--- config.mk ---
export PLATFORM = sky130hd
export DESIGN_NAME = serial_demux6_flat
export DESIGN_NICKNAME = d
export VERILOG_FILES = /design/src/rtl/serial_demux6_if.sv /design/src/rtl/serial_demux6.sv /design/src/flat_wrapper.sv
export SDC_FILE = /design/constraint.sdc
export NUM_CORES = 1
export LEC_CHECK = 0
export BUFFER_PORTS_ARGS = -buffer_cell sky130_fd_sc_hd__buf_2
export CAP_MARGIN = 5
export CORE_MARGIN = 3
export CORE_UTILIZATION = 52
export CTS_CLUSTER_SIZE = 24
export DETAILED_ROUTE_END_ITERATION = 10
export GPL_ROUTABILITY_DRIVEN = 0
export PLACE_DENSITY = 0.78
export REMOVE_ABC_BUFFERS = 1
export SLEW_MARGIN = 15
export SYNTH_ARGS = -nofsm -noshare
export SYNTH_HDL_FRONTEND = slang
export SYNTH_SLANG_ARGS = --single-unit
--- constraint.sdc ---
create_clock -name clk -period 2.9 [get_ports clk]
set_clock_uncertainty 0.2 [all_clocks]
set_input_delay 0 -clock clk [delete_from_list [all_inputs] [get_ports clk]]
set_output_delay 0 -clock clk [all_outputs]
set_load 0.03 [all_outputs]
--- src/rtl/serial_demux6_if.sv ---
`default_nettype none
// ============================================================================
// Module      : serial_demux6_if
// Description : Bundle of the serial-in / word-out signals of serial_demux6.
//               The master drives the serial bit, mode/select/sync and the
//               consumer ready; the slave (the demux) returns the word,
//               its valid, in_ready and status.
// Revision    : 1.0 - initial release
// ============================================================================
interface serial_demux6_if #(
  parameter int LANES  = 6,
  parameter int SEL_W  = 3,
  parameter int DROP_W = 8
);
  logic              in_bit;
  logic              in_valid;
  logic              in_ready;
  logic              sel_mode;
  logic [SEL_W-1:0]  sel;
  logic              sync;
  logic [LANES-1:0]  out_word;
  logic              out_valid;
  logic              out_ready;
  logic [SEL_W-1:0]  slot;
  logic [DROP_W-1:0] drop_cnt;

  modport master (
    output in_bit, in_valid, sel_mode, sel, sync, out_ready,
    input  in_ready, out_word, out_valid, slot, drop_cnt
  );

  modport slave (
    input  in_bit, in_valid, sel_mode, sel, sync, out_ready,
    output in_ready, out_word, out_valid, slot, drop_cnt
  );
endinterface
`default_nettype wire

--- src/rtl/serial_demux6.sv ---
`default_nettype none
// ============================================================================
// Module      : serial_demux6
// Description : Serial-to-parallel demultiplexer. Each accepted bit is steered
//               into one of LANES lanes, chosen by an internal rotating slot
//               (auto mode) or by an external select (addressed mode). Writing
//               the last lane completes the word, which is presented on a
//               valid/ready output with back-to-back capability.
// Revision    : 1.0 - initial release
// ============================================================================
module serial_demux6 #(
  parameter int LANES  = 6,
  parameter int SEL_W  = 3,
  parameter int DROP_W = 8
) (
  input  logic                 clk,
  input  logic                 rst_n,
  serial_demux6_if.slave       bus
);

  typedef enum logic [0:0] {
    EMPTY = 1'b0,
    FULL  = 1'b1
  } state_t;

  localparam logic [SEL_W-1:0]  c_last_lane = SEL_W'(LANES - 1);
  localparam logic [DROP_W-1:0] c_drop_max  = {DROP_W{1'b1}};

  state_t              state_q, state_d;
  logic [LANES-1:0]    fill_q, fill_d;
  logic [LANES-1:0]    word_q, word_d;
  logic [SEL_W-1:0]    slot_q, slot_d;
  logic [DROP_W-1:0]   drop_q, drop_d;

  logic                in_ready;
  logic                accept;
  logic                complete;
  logic [SEL_W-1:0]    lane;

  assign in_ready      = (state_q == EMPTY) || bus.out_ready;
  assign accept        = bus.in_valid && in_ready;

  assign bus.in_ready  = in_ready;
  assign bus.out_word  = word_q;
  assign bus.out_valid = (state_q == FULL);
  assign bus.slot      = slot_q;
  assign bus.drop_cnt  = drop_q;

  // Lane decode: sync forces lane 0; addressed selects above the top lane fold onto it.
  always_comb begin
    lane = slot_q;
    if (bus.sync) begin
      lane = '0;
    end else if (bus.sel_mode) begin
      lane = (bus.sel < c_last_lane) ? bus.sel : c_last_lane;
    end
  end

  assign complete = accept && (lane == c_last_lane);

  // Next-state for the fill buffer, slot counter, output word/state and drop counter.
  always_comb begin
    state_d = state_q;
    fill_d  = fill_q;
    word_d  = word_q;
    slot_d  = slot_q;
    drop_d  = drop_q;

    // A held word leaves when the consumer takes it; a completion below may refill it.
    if ((state_q == FULL) && bus.out_ready) begin
      state_d = EMPTY;
    end

    // sync discards the partial word even when input is being refused.
    if (bus.sync) begin
      fill_d = '0;
      slot_d = '0;
    end

    if (accept) begin
      if (complete) begin
        word_d              = fill_q;
        word_d[LANES-1]     = bus.in_bit;
        state_d             = FULL;
        fill_d              = '0;
        slot_d              = '0;
      end else begin
        for (int i = 0; i < LANES - 1; i++) begin
          if (lane == SEL_W'(i)) begin
            fill_d[i] = bus.in_bit;
          end
        end
        // In auto mode the slot always follows the lane just written (1 after a sync).
        if (!bus.sel_mode) begin
          slot_d = lane + SEL_W'(1);
        end
      end
    end

    if (bus.in_valid && !in_ready && (drop_q != c_drop_max)) begin
      drop_d = drop_q + DROP_W'(1);
    end
  end

  // State registers with asynchronous clear of every word, fill and counter.
  always_ff @(posedge clk or negedge rst_n) begin
    if (!rst_n) begin
      state_q <= EMPTY;
      fill_q  <= '0;
      word_q  <= '0;
      slot_q  <= '0;
      drop_q  <= '0;
    end else begin
      state_q <= state_d;
      fill_q  <= fill_d;
      word_q  <= word_d;
      slot_q  <= slot_d;
      drop_q  <= drop_d;
    end
  end

endmodule
`default_nettype wire
--- src/flat_wrapper.sv ---
// flat-port wrapper written by rule: the top's interface ports become plain ports
module serial_demux6_flat 
#(
  parameter int LANES  = 6,
  parameter int SEL_W  = 3,
  parameter int DROP_W = 8
)
  (clk, rst_n, bus_in_bit, bus_in_valid, bus_sel_mode, bus_sel, bus_sync, bus_out_ready, bus_in_ready, bus_out_word, bus_out_valid, bus_slot, bus_drop_cnt);
  serial_demux6_if #(.LANES(LANES), .SEL_W(SEL_W), .DROP_W(DROP_W)) bus_i ();
  input  logic clk;
  input  logic rst_n;
  input wire logic [$bits(bus_i.in_bit)-1:0] bus_in_bit;
  input wire logic [$bits(bus_i.in_valid)-1:0] bus_in_valid;
  input wire logic [$bits(bus_i.sel_mode)-1:0] bus_sel_mode;
  input wire logic [$bits(bus_i.sel)-1:0] bus_sel;
  input wire logic [$bits(bus_i.sync)-1:0] bus_sync;
  input wire logic [$bits(bus_i.out_ready)-1:0] bus_out_ready;
  output wire logic [$bits(bus_i.in_ready)-1:0] bus_in_ready;
  output wire logic [$bits(bus_i.out_word)-1:0] bus_out_word;
  output wire logic [$bits(bus_i.out_valid)-1:0] bus_out_valid;
  output wire logic [$bits(bus_i.slot)-1:0] bus_slot;
  output wire logic [$bits(bus_i.drop_cnt)-1:0] bus_drop_cnt;
  assign bus_i.in_bit = bus_in_bit;
  assign bus_i.in_valid = bus_in_valid;
  assign bus_i.sel_mode = bus_sel_mode;
  assign bus_i.sel = bus_sel;
  assign bus_i.sync = bus_sync;
  assign bus_i.out_ready = bus_out_ready;
  assign bus_in_ready = bus_i.in_ready;
  assign bus_out_word = bus_i.out_word;
  assign bus_out_valid = bus_i.out_valid;
  assign bus_slot = bus_i.slot;
  assign bus_drop_cnt = bus_i.drop_cnt;
  serial_demux6 #(.LANES(LANES), .SEL_W(SEL_W), .DROP_W(DROP_W)) u_core (.clk(clk), .rst_n(rst_n), .bus(bus_i));
endmodule
==> results.ini, run 1 <==
[status]
status = finished, violations left
violations = hold timing

[clocking]
clockBufferDepth = 2
numCtsBuffers = 3
clkLatencyLatePin_ns = 0.30
post_cts_buffers = 0
cts-root-buf = clkbuf_4
cts.htree.levels = 1
cts_tree = done
cts_resized = 0
clock-sinks = 23
path_clk_slew_ns = 0.13

[synth]
synth_top_family_by_area = compound AO/OA/AOI/OAI gates
synth-xor-area-share = 0.0140
synth_compound_area_frac = 0.194
synth_cell_types = 40
postSynthCellCount = 121
yosysWarnings = 0
synth_top_area_frac = 0.460
synth_area_leaders = dfrtp_1 46%, mux2_4 7.2%, nor2_1 3.3%
yosysTopAreaCell = dfrtp_1
syn_area_per_cell_um2 = 10.4
synth_edf_count = 0
muxShareOfSynthArea = 0.107
synth_fa_ha_area_frac = 0.0200
yosysSeqAreaShare = 0.460
synth-seq-cells = 23
ys_async_sr_fraction = 1.00
synth-main-ff-cell = dfrtp_1
yosysMostFrequentCell = dfrtp_1
syn_area_um2 = 1250
synth-simple-area-share = 0.167
synthTopCellsByCount = 23 x dfrtp_1, 11 x nor2_1, 7 x a21oi_1

[floorplan]
die_h_um = 55.1
dieArea_um2 = 3030
boundaryPins = 29
num_rows = 17
coreArea_um2 = 2250
initial_core_util = 0.555
die_w_um = 55.1

[route]
dr.pass1.iters = 4
ant_nets = 0
viasPerCell = 5.70
drt-initial-drc-count = 22
routedWlPerCell_um = 15.1
vias = 1060
wl_um = 2800
drc = 0

[final_layout]
area_growth_pct = 22.0
instances_no_fill = 186
final_net_count = 171
antenna_cells = 0
final_layout_size_suffix_gt1_frac = 0.272
fillerInstances = 189

[placed_design]
dp_hpwl_um = 1960
placed_cells = 172
io_buffers = 28

[setup_path]
cp_num_buf_inv = 3
critical_path.top_delay_family = buffers and inverters
reg2reg_depth = 6
worstSetupEndpointType = flip-flop
r2r-start = u_core.bus.out_valid$_DFF_PN0_
crit_path_max_fanout = 14
path_common_cell = dlygate4sd3_1
timing.rr.end = u_core.fill_q[4]$_DFF_PN0_
required_ns = 2.90
max_stage_delay_ns = 0.57
cp-start-kind = input port
path_cells = dlygate4sd3_1 > buf_2 > o21bai_1 > a21o_1 > o311ai_0 > o41ai_1 > dlygate4sd3_1
crit_slowest_cell = dlygate4sd3_1
arrival_ns = 2.31
worstSetupPathType = in -> reg
r2r_setup_slack_ns = 0.63

[global_routing]
grt_max_degree = 24
antenna_found_initial = 0
gr-total-overflow = 0
grt_pass1_vias = 1040
grt_pass1_wl_um = 4540
grt_usage = 0.207

[run]
cap_violations = 0

[timing]
slew_headroom = 0.645
rsz0062_at_grt = no
fmax_ghz = 0.434
finalMaxSlewViolations = 0
tns_ns = 0
worst_pin_slew_ns = 0.532
hold_ws_ns = -0.0130
fin_crit_ns = 2.30
fin_crit_sh = 0.794
hold_violations = 23
setup_viol = 0

[pwr]
powerDensity_nw_per_um2 = 448
leakage_nw = 0.788
ir_drop_v = 0.000307

[min_path]
worstHoldPathType = in -> async

[power breakdown]
| part | internal, mW | leakage, nW | switching, mW |
|---|---|---|---|
| combinational | 0.0638 | 0.471 | 0.105 |
| sequential | 0.346 | 0.303 | 0.0204 |
| clock | 0.0536 | 0.0150 | 0.0955 |
[per-layer routing]
| metal | wire, um | vias up | global-route usage |
|---|---|---|---|
| li1 | - | 522 | - |
| met1 | 1270 | 506 | 0.262 |
| met2 | 1400 | 28 | 0.356 |
| met3 | 114 | 4 | 0.0402 |
| met4 | 21 | 0 | 0.0567 |
| met5 | 0 | - | 0 |
[cells in the final DEF, fill, tap and decap left out, types with 2 or more instances in the layout]
cell type / instances
a21o_1: 3
buf_2: 28
a211oi_1: 3
and3_1: 2
a41oi_1: 2
nor2_1: 11
nor2b_1: 3
nand2_1: 6
o22ai_1: 2
a31o_2: 2
a31oi_1: 5
nand4_1: 3
a21oi_1: 7
nand3_1: 2
dfrtp_1: 23
dlygate4sd3_1: 10
inv_1: 6
mux2_2: 3
nand2b_1: 4
clkbuf_4: 3
and4_1: 2
mux2_4: 6
ha_1: 2
xor2_1: 2
[final cells by class]
cell class                 count  area, um2  share of cell area
timing repair buffer          38        240               0.157
inverter                       6       22.5              0.0147
multi-input combinational     87        628               0.411
sequential                    23        576               0.377
clock buffer                   4       26.3              0.0172
tap                           28       35.0              0.0229
[worst max-delay path by stage]
stage,from,end,slack (ns),cells after the start
after detailed placement,u_core.bus.slot[1]$_DFF_PN0_,u_core.bus.out_word[4]$_DFFE_PN0P_,0.72,4
after floorplan,u_core.bus.out_valid$_DFF_PN0_,u_core.bus.out_word[0]$_DFFE_PN0P_,0.63,5
after global placement,u_core.bus.slot[1]$_DFF_PN0_,u_core.bus.out_word[3]$_DFFE_PN0P_,0.76,4
after global routing,u_core.bus.out_valid$_DFF_PN0_,u_core.fill_q[4]$_DFF_PN0_,0.49,6
after CTS,u_core.bus.out_valid$_DFF_PN0_,u_core.fill_q[4]$_DFF_PN0_,0.63,6
final,bus_sync,u_core.fill_q[1]$_DFF_PN0_,0.60,7
[logic make-up (layout without fill, tap and decap cells)]
logic type | count (synthesis) | count (layout)
mux | 10 | 10
compound gates | 34 | 34
buf+inv | 11 | 48
flops | 23 | 23
fa+ha+maj | 2 | 2
xor+xnor | 2 | 2
simple gates | 39 | 39
[state kept, by name, indices dropped and copies added (netlist names)]
register              cells
u_core.bus.out_word       6
u_core.bus.slot           3
u_core.fill_q             5
u_core.bus.drop_cnt       8
u_core.bus.out_valid      1
[metrics by stage]
step / area [um2] / total power [mW] / util / setup WS, ns
after global placement: 1400 / 0.524 / 0.622 / 0.756
after CTS: 1530 / 0.686 / 0.678 / 0.630
after floorplan: 1230 / 0.473 / - / 0.626
after detailed placement: 1400 / 0.530 / 0.622 / 0.717
after global routing: 1530 / 0.722 / 0.678 / 0.491
final: 1530 / 0.684 / 0.678 / 0.597
[what timing repair did]
action	CTS	global route
hold buffers	10	0
endpoints found under the hold margin	37	0
setup endpoints to repair	0	0
No activity file was read; power rests on OpenSTA's default activity.
==> run 2: changes to the inputs <==
--- a/config.mk
+++ b/config.mk
@@ -5,14 +5,15 @@
 export SDC_FILE = /design/constraint.sdc
 export NUM_CORES = 1
 export LEC_CHECK = 0
+export ABC_AREA = 1
 export BUFFER_PORTS_ARGS = -buffer_cell sky130_fd_sc_hd__buf_2
 export CAP_MARGIN = 5
 export CORE_MARGIN = 3
-export CORE_UTILIZATION = 52
+export CORE_UTILIZATION = 48
 export CTS_CLUSTER_SIZE = 24
 export DETAILED_ROUTE_END_ITERATION = 10
 export GPL_ROUTABILITY_DRIVEN = 0
-export PLACE_DENSITY = 0.78
+export PLACE_DENSITY = 0.75
 export REMOVE_ABC_BUFFERS = 1
 export SLEW_MARGIN = 15
 export SYNTH_ARGS = -nofsm -noshare
==> constraint.sdc (replaced) <==
create_clock -name clk -period 2.05 [get_ports clk]
set_clock_uncertainty 0.2 [all_clocks]
set_input_delay 0 -clock clk [delete_from_list [all_inputs] [get_ports clk]]
set_output_delay 0 -clock clk [all_outputs]
set_load 0.03 [all_outputs]
==> results.ini, run 2 <==
[floorplan]
dieArea_um2 = 3510  ; +16%
num_rows = 18  ; +1
die_h_um = 59.2  ; +7.5%
initial_core_util = 0.525  ; -0.0304
die_w_um = 59.2  ; +7.5%
boundaryPins = 29  ; unchanged
coreArea_um2 = 2590  ; +15%

[final_layout]
fin_util = 0.624  ; -0.0539
final_layout_size_suffix_gt1_frac = 0.249  ; -0.0233
largest_reg_flops = 8  ; unchanged
area_growth_pct = 18.8
final_net_count = 226  ; +32%
antenna_cells = 0  ; unchanged
final_common_cell = nand2_1
multi_input_area_um2 = 683  ; +8.8%
seq_area_um2 = 576  ; unchanged
instances_no_fill = 243  ; +31%
layout_common_cells = 64 x nand2_1, 28 x buf_2, 23 x dfrtp_1
fillerInstances = 236  ; +25%

[pwr]
p_switching_mw = 0.529  ; +140%
p_seq_frac = 0.468  ; -0.068
p_int_mw = 0.746  ; +61%
powerDensity_nw_per_um2 = 789  ; +76%
power_mw = 1.28  ; +86%
swShare = 0.415  ; +0.0924
combPwrFrac = 0.363  ; +0.117
ir_drop_v = 0.000669  ; +120%
power_frac_clock = 0.169  ; -0.049
leakage_nw = 0.912  ; +16%

[setup_path]
reg2reg_depth = 8  ; +2
max_stage_delay_ns = 0.53  ; -0.04 ns
crit_path_max_fanout = 14  ; unchanged
r2r_setup_slack_ns = 0.24  ; -0.39 ns
r2r-start = u_core.bus.drop_cnt[0]$_DFFE_PN0P_
timing.rr.end = u_core.bus.drop_cnt[4]$_DFFE_PN0P_
arrival_ns = 1.87  ; -0.44 ns
worstSetupPathType = in -> reg
path_cells = dlygate4sd3_1 > buf_2 > inv_2 > nand2_1 > nand2_2 > nand2_4 > nor2_1 > ha_1 > nor2_1 > a31oi_1 > o22ai_1
endpoint = u_core.bus.slot[2]$_DFF_PN0_
worstSetupEndpointType = flip-flop
crit_slowest_cell = dlygate4sd3_1
path_common_cell = nor2_1
cp-start-kind = input port
critPathLaunch = bus_sync
required_ns = 2.09  ; -0.81 ns

[synth]
postSynthCellCount = 177  ; +46%
yosysSeqAreaShare = 0.423  ; -0.0364
yosysTopAreaCell = dfrtp_1
synth-main-ff-cell = dfrtp_1
syn_area_um2 = 1360  ; +8.6%
synth_area_leaders = dfrtp_1 42%, nand2_1 18%, nand3_1 5.2%
synthTopCellsByCount = 64 x nand2_1, 23 x dfrtp_1, 17 x inv_1, 14 x nand3_1, 10 x nor2_1
synth_edf_count = 0  ; unchanged
synth_top_area_frac = 0.423  ; -0.0364
yosysMostFrequentCell = nand2_1
yosysWarnings = 0  ; unchanged
syn_area_per_cell_um2 = 7.68  ; -26%
ys_async_sr_fraction = 1.00  ; unchanged
synth-seq-cells = 23  ; unchanged
synth_cell_types = 25  ; -38%

[timing]
fmax_ghz = 0.547
hold_ws_ns = 0.0748  ; +0.0878 ns
rsz0062_at_grt = no
slew_headroom = 0.297  ; -0.348
finalMaxSlewViolations = 0  ; unchanged
setup_viol = 0  ; unchanged
hold_violations = 0  ; -100%
worst_pin_slew_ns = 1.05  ; +0.519 ns
fin_crit_ns = 1.83
tns_ns = 0  ; unchanged
fin_crit_sh = 0.891

[route]
drc = 0  ; unchanged
dr.pass1.iters = 4  ; unchanged
vias = 1312  ; +24%
viasPerCell = 5.40  ; -5.3%
routedWlPerCell_um = 13.1  ; -13%
wl_um = 3190  ; +14%
ant_nets = 0  ; unchanged
drt-initial-drc-count = 85  ; +290%

[placed_design]
dp_hpwl_um = 2360  ; +21%
placed_cells = 232  ; +35%
io_buffers = 28  ; unchanged

[global_routing]
antenna_found_initial = 0  ; unchanged
grt_usage = 0.209  ; +0.00273
grt_pass1_vias = 1287  ; +24%
gr-total-overflow = 0  ; unchanged
grt_max_degree = 24  ; unchanged
grt_pass1_wl_um = 5700  ; +26%

[clocking]
cts.htree.levels = 1  ; unchanged
clkLatencyLatePin_ns = 0.31  ; about the same
cts-root-buf = clkbuf_4
path_clk_slew_ns = 0.13  ; about the same
cts_tree = done
clock-sinks = 23  ; unchanged
post_cts_buffers = 0  ; unchanged
clockBufferDepth = 2  ; unchanged
numCtsBuffers = 3  ; unchanged

[run]
cap_violations = 0  ; unchanged

[status]
status = finished, final reports clean

[min_path]
worstHoldPathType = in -> reg

-- run 2: worst min-delay path by stage --
| stage | from | to | depth (start not counted) |
|---|---|---|---|
| after detailed placement | rst_n | u_core.fill_q[2]$_DFF_PN0_ | 1 |
| after global placement | rst_n | u_core.fill_q[0]$_DFF_PN0_ | 1 |
| after CTS | bus_sel[0] | u_core.fill_q[2]$_DFF_PN0_ | 7 |
| after floorplan | rst_n | u_core.bus.drop_cnt[0]$_DFFE_PN0P_ | 0 |
| final | bus_sel[0] | u_core.fill_q[2]$_DFF_PN0_ | 7 |
| after global routing | bus_sel[0] | u_core.fill_q[2]$_DFF_PN0_ | 7 |
-- run 2: power by group through the flow --
stage | Clock [mW] | Sequential [mW] | Combinational, mW
after global placement | 0 | 0.601 | 0.439
after global routing | 0.240 | 0.613 | 0.512
final | 0.215 | 0.597 | 0.463
after CTS | 0.220 | 0.598 | 0.463
after floorplan | 0 | 0.734 | 0.181
after detailed placement | 0 | 0.606 | 0.451
-- run 2: critical path: cells and delay by family --
| kind | cells | cell delay (ns) |
|---|---|---|
| buffers and inverters | 3 | 0.88 |
| AO/OA/AOI/OAI | 2 | 0.19 |
| AND/OR/NAND/NOR | 5 | 0.55 |
| adder cells (fa/ha/maj) | 1 | 0.24 |
-- run 2: cells by family (layout without fill, tap and decap cells) --
| kind of cell | after synthesis | count (layout) | synth area share |
|---|---|---|---|
| AOI/OAI and AO/OA | 15 | 15 | 0.0690 |
| and+or+nand+nor | 106 | 106 | 0.364 |
| adders and majority gates | 2 | 2 | 0.0184 |
| xor gates and xnor gates | 7 | 7 | 0.0451 |
| DFF | 23 | 23 | 0.423 |
| buffers and inverters | 24 | 60 | 0.0800 |
-- run 2: timing repair --
action | 4_1_cts | 5_1_grt
hold endpoints to repair | 34 | 0
hold buffers | 7 | 0
endpoints found under the setup margin | 0 | 2
gates resized for setup | 0 | 1
-- run 2: metrics by stage --
stage	area [um2]	worst slack, ns
2_1_floorplan	1330	0.231
3_3_place_gp	1510	0.307
4_1_cts	1610	0.189
6_report	1620	0.223
3_5_place_dp	1510	0.257
5_1_grt	1620	0.0469
-- run 2: metal layers --
layer,up-vias,track usage,wire (um)
li1,636,-,-
met1,613,0.299,1440
met2,55,0.315,1510
met3,8,0.0305,190
met4,0,0.0874,46
met5,-,0,0
-- run 2: layout make-up --
type	count	area share
inverter	21	0.0503
multi-input combinational	130	0.423
clock buffer	3	0.0139
clock inverter	1	0.00310
tap	30	0.0232
timing repair buffer	35	0.130
sequential	23	0.356
==> run 3: changes to the inputs <==
--- a/config.mk
+++ b/config.mk
@@ -14,6 +14,7 @@
 export DETAILED_ROUTE_END_ITERATION = 10
 export GPL_ROUTABILITY_DRIVEN = 0
 export PLACE_DENSITY = 0.75
+export RECOVER_POWER = 100
 export REMOVE_ABC_BUFFERS = 1
 export SLEW_MARGIN = 15
 export SYNTH_ARGS = -nofsm -noshare
==> results.ini, run 3 (synthesis results as in run 2) <==
[status]
status = finished, final reports clean

[timing]
finalMaxSlewViolations = 0  ; unchanged
fmax_ghz = 0.534  ; -2.5%
worst_pin_slew_ns = 1.06  ; +0.00729 ns
tns_ns = 0  ; unchanged
worst_slack_ns = 0.176  ; -0.0469 ns
setup_viol = 0  ; unchanged
fin_crit_sh = 0.914  ; +0.0229
fin_crit_ns = 1.87  ; +0.0469 ns
rsz0062_at_grt = no
slew_headroom = 0.292  ; -0.00488
hold_ws_ns = 0.0655  ; -0.00926 ns
hold_violations = 0  ; unchanged

[pwr]
ir_drop_v = 0.000650  ; -2.8%
leakage_nw = 0.843  ; -7.6%
powerDensity_nw_per_um2 = 793  ; +0.51%
power_mw = 1.25  ; -1.7%

[setup_path]
arrival_ns = 1.88  ; about the same
reg2reg_depth = 8  ; unchanged
max_stage_delay_ns = 0.47  ; -0.06 ns
crit_path_max_fanout = 9  ; -5
critical_path.top_delay_family = simple AND/OR/NAND/NOR gates
endpoint = u_core.bus.drop_cnt[4]$_DFFE_PN0P_
path_common_cell = nand3_1
worstSetupEndpointType = flip-flop
cp-start-kind = flip-flop
worstSetupPathType = reg -> reg
crit_slowest_cell = dfrtp_1
timing.rr.end = u_core.bus.drop_cnt[4]$_DFFE_PN0P_
critPathLaunch = u_core.bus.drop_cnt[0]$_DFFE_PN0P_
cp_num_buf_inv = 1  ; -2
r2r-start = u_core.bus.drop_cnt[0]$_DFFE_PN0P_
r2r_setup_slack_ns = 0.18  ; -0.06 ns
path_cells = ha_1 > nand3_1 > nor3_2 > nand3_1 > nand2_2 > inv_2 > nand2_1 > o21ai_0
required_ns = 2.05  ; -0.04 ns
worstSetupPathDepth = 8  ; -3

[route]
wl_met2_um = 1550  ; +2.0%
met1_length_um = 1450  ; +0.14%
topRoutingLayerUsed = met4
routedWlPerCell_um = 13.2  ; +0.34%
wl_um = 3210  ; +0.34%
wl_met3_um = 174  ; -8.4%
drt-initial-drc-count = 86  ; +1.2%
vias = 1280  ; -2.4%
ant_nets = 0  ; unchanged
dr.pass1.iters = 4  ; unchanged
viasPerCell = 5.27  ; -2.4%
drc = 0  ; unchanged

[global_routing]
grt_pass1_wl_um = 5700  ; unchanged
grt_pass1_vias = 1287  ; unchanged
gr-total-overflow = 0  ; unchanged
grt_max_degree = 24  ; unchanged
grt_usage = 0.209  ; unchanged
antenna_found_initial = 0  ; unchanged

[floorplan]
coreArea_um2 = 2590  ; unchanged
initial_core_util = 0.525  ; unchanged
dieArea_um2 = 3510  ; unchanged
num_rows = 18  ; unchanged
die_h_um = 59.2  ; unchanged
boundaryPins = 29  ; unchanged
die_w_um = 59.2  ; unchanged

[min_path]
worstHoldPathType = in -> reg

[final_layout]
final_common_cell = nand2_1
layout_common_cells = 65 x nand2_1, 23 x dfrtp_1, 19 x clkbuf_1
design_area_um2 = 1580  ; -2.2%
antenna_cells = 0  ; unchanged
final_net_count = 226  ; unchanged
final_layout_size_suffix_gt1_frac = 0.146  ; -0.103
fin_util = 0.610  ; -0.0135
largest_reg_flops = 8  ; unchanged
area_growth_pct = 16.2
instances_no_fill = 243  ; unchanged

[placed_design]
dp_hpwl_um = 2360  ; unchanged
placed_cells = 232  ; unchanged
postPlaceCellArea_um2 = 1510  ; unchanged
dp_slack_ns = 0.257  ; unchanged
io_buffers = 28  ; unchanged

[clocking]
cts_tree = done
post_cts_buffers = 0  ; unchanged
path_clk_slew_ns = 0.13  ; about the same
clock-sinks = 23  ; unchanged
cts-root-buf = clkbuf_4
clockBufferDepth = 2  ; unchanged
cts.htree.levels = 1  ; unchanged
numCtsBuffers = 3  ; unchanged
clkLatencyLatePin_ns = 0.31  ; about the same

[run]
cap_violations = 0  ; unchanged

## run 3: changes by cell type in the layout (fill, tap and decap cells not counted), sizes merged
cell / change
clkbuf: +19
buf: -19
## run 3: per-layer routing
metal / GRT usage / up-vias
met4: 0.0874 / 0
met1: 0.299 / 588
met2: 0.315 / 53
met5: 0 / -
li1: - / 633
met3: 0.0305 / 6
## run 3: how the worst min path moves through the flow
stage | start | endpoint | slack [ns] | cells past startpoint
floorplan | rst_n | u_core.bus.drop_cnt[0]$_DFFE_PN0P_ | -0.50 | 0
global placement | rst_n | u_core.fill_q[0]$_DFF_PN0_ | -0.21 | 1
detailed placement | rst_n | u_core.fill_q[2]$_DFF_PN0_ | -0.20 | 1
CTS | bus_sel[0] | u_core.fill_q[2]$_DFF_PN0_ | 0.05 | 7
global route | bus_sel[0] | u_core.fill_q[2]$_DFF_PN0_ | 0.08 | 7
finish | bus_sel[0] | u_core.fill_q[2]$_DFF_PN0_ | 0.07 | 7
## run 3: layout make-up
cell class | count | area, um2
well taps | 30 | 37.5
clock buffers | 3 | 22.5
flip-flops and latches | 23 | 576
repair buffers | 35 | 186
multi-input cells | 130 | 672
inverters | 21 | 81.3
clock inverters | 1 | 5.00
fillers | 252 | 1010
## run 3: power breakdown
part           switching, mW  internal [mW]  total (mW)
combinational          0.314          0.123       0.437
clock                  0.143         0.0730       0.216
sequential            0.0733          0.527       0.601
## run 3: timing repair
| action | in CTS | in global routing |
|---|---|---|
| setup endpoints to repair | 0 | 2 |
| gates resized for setup | 0 | 1 |
| hold buffers | 7 | 0 |
| hold endpoints to repair | 34 | 0 |
## run 3: worst register-to-register path, cell delays in order, from the launching register on
cell     delay (ns)
dfrtp_1        0.47
ha_1           0.22
nand3_1        0.15
nor3_2         0.20
nand3_1        0.12
nand2_2        0.16
inv_2          0.10
nand2_1        0.06
o21ai_0        0.08
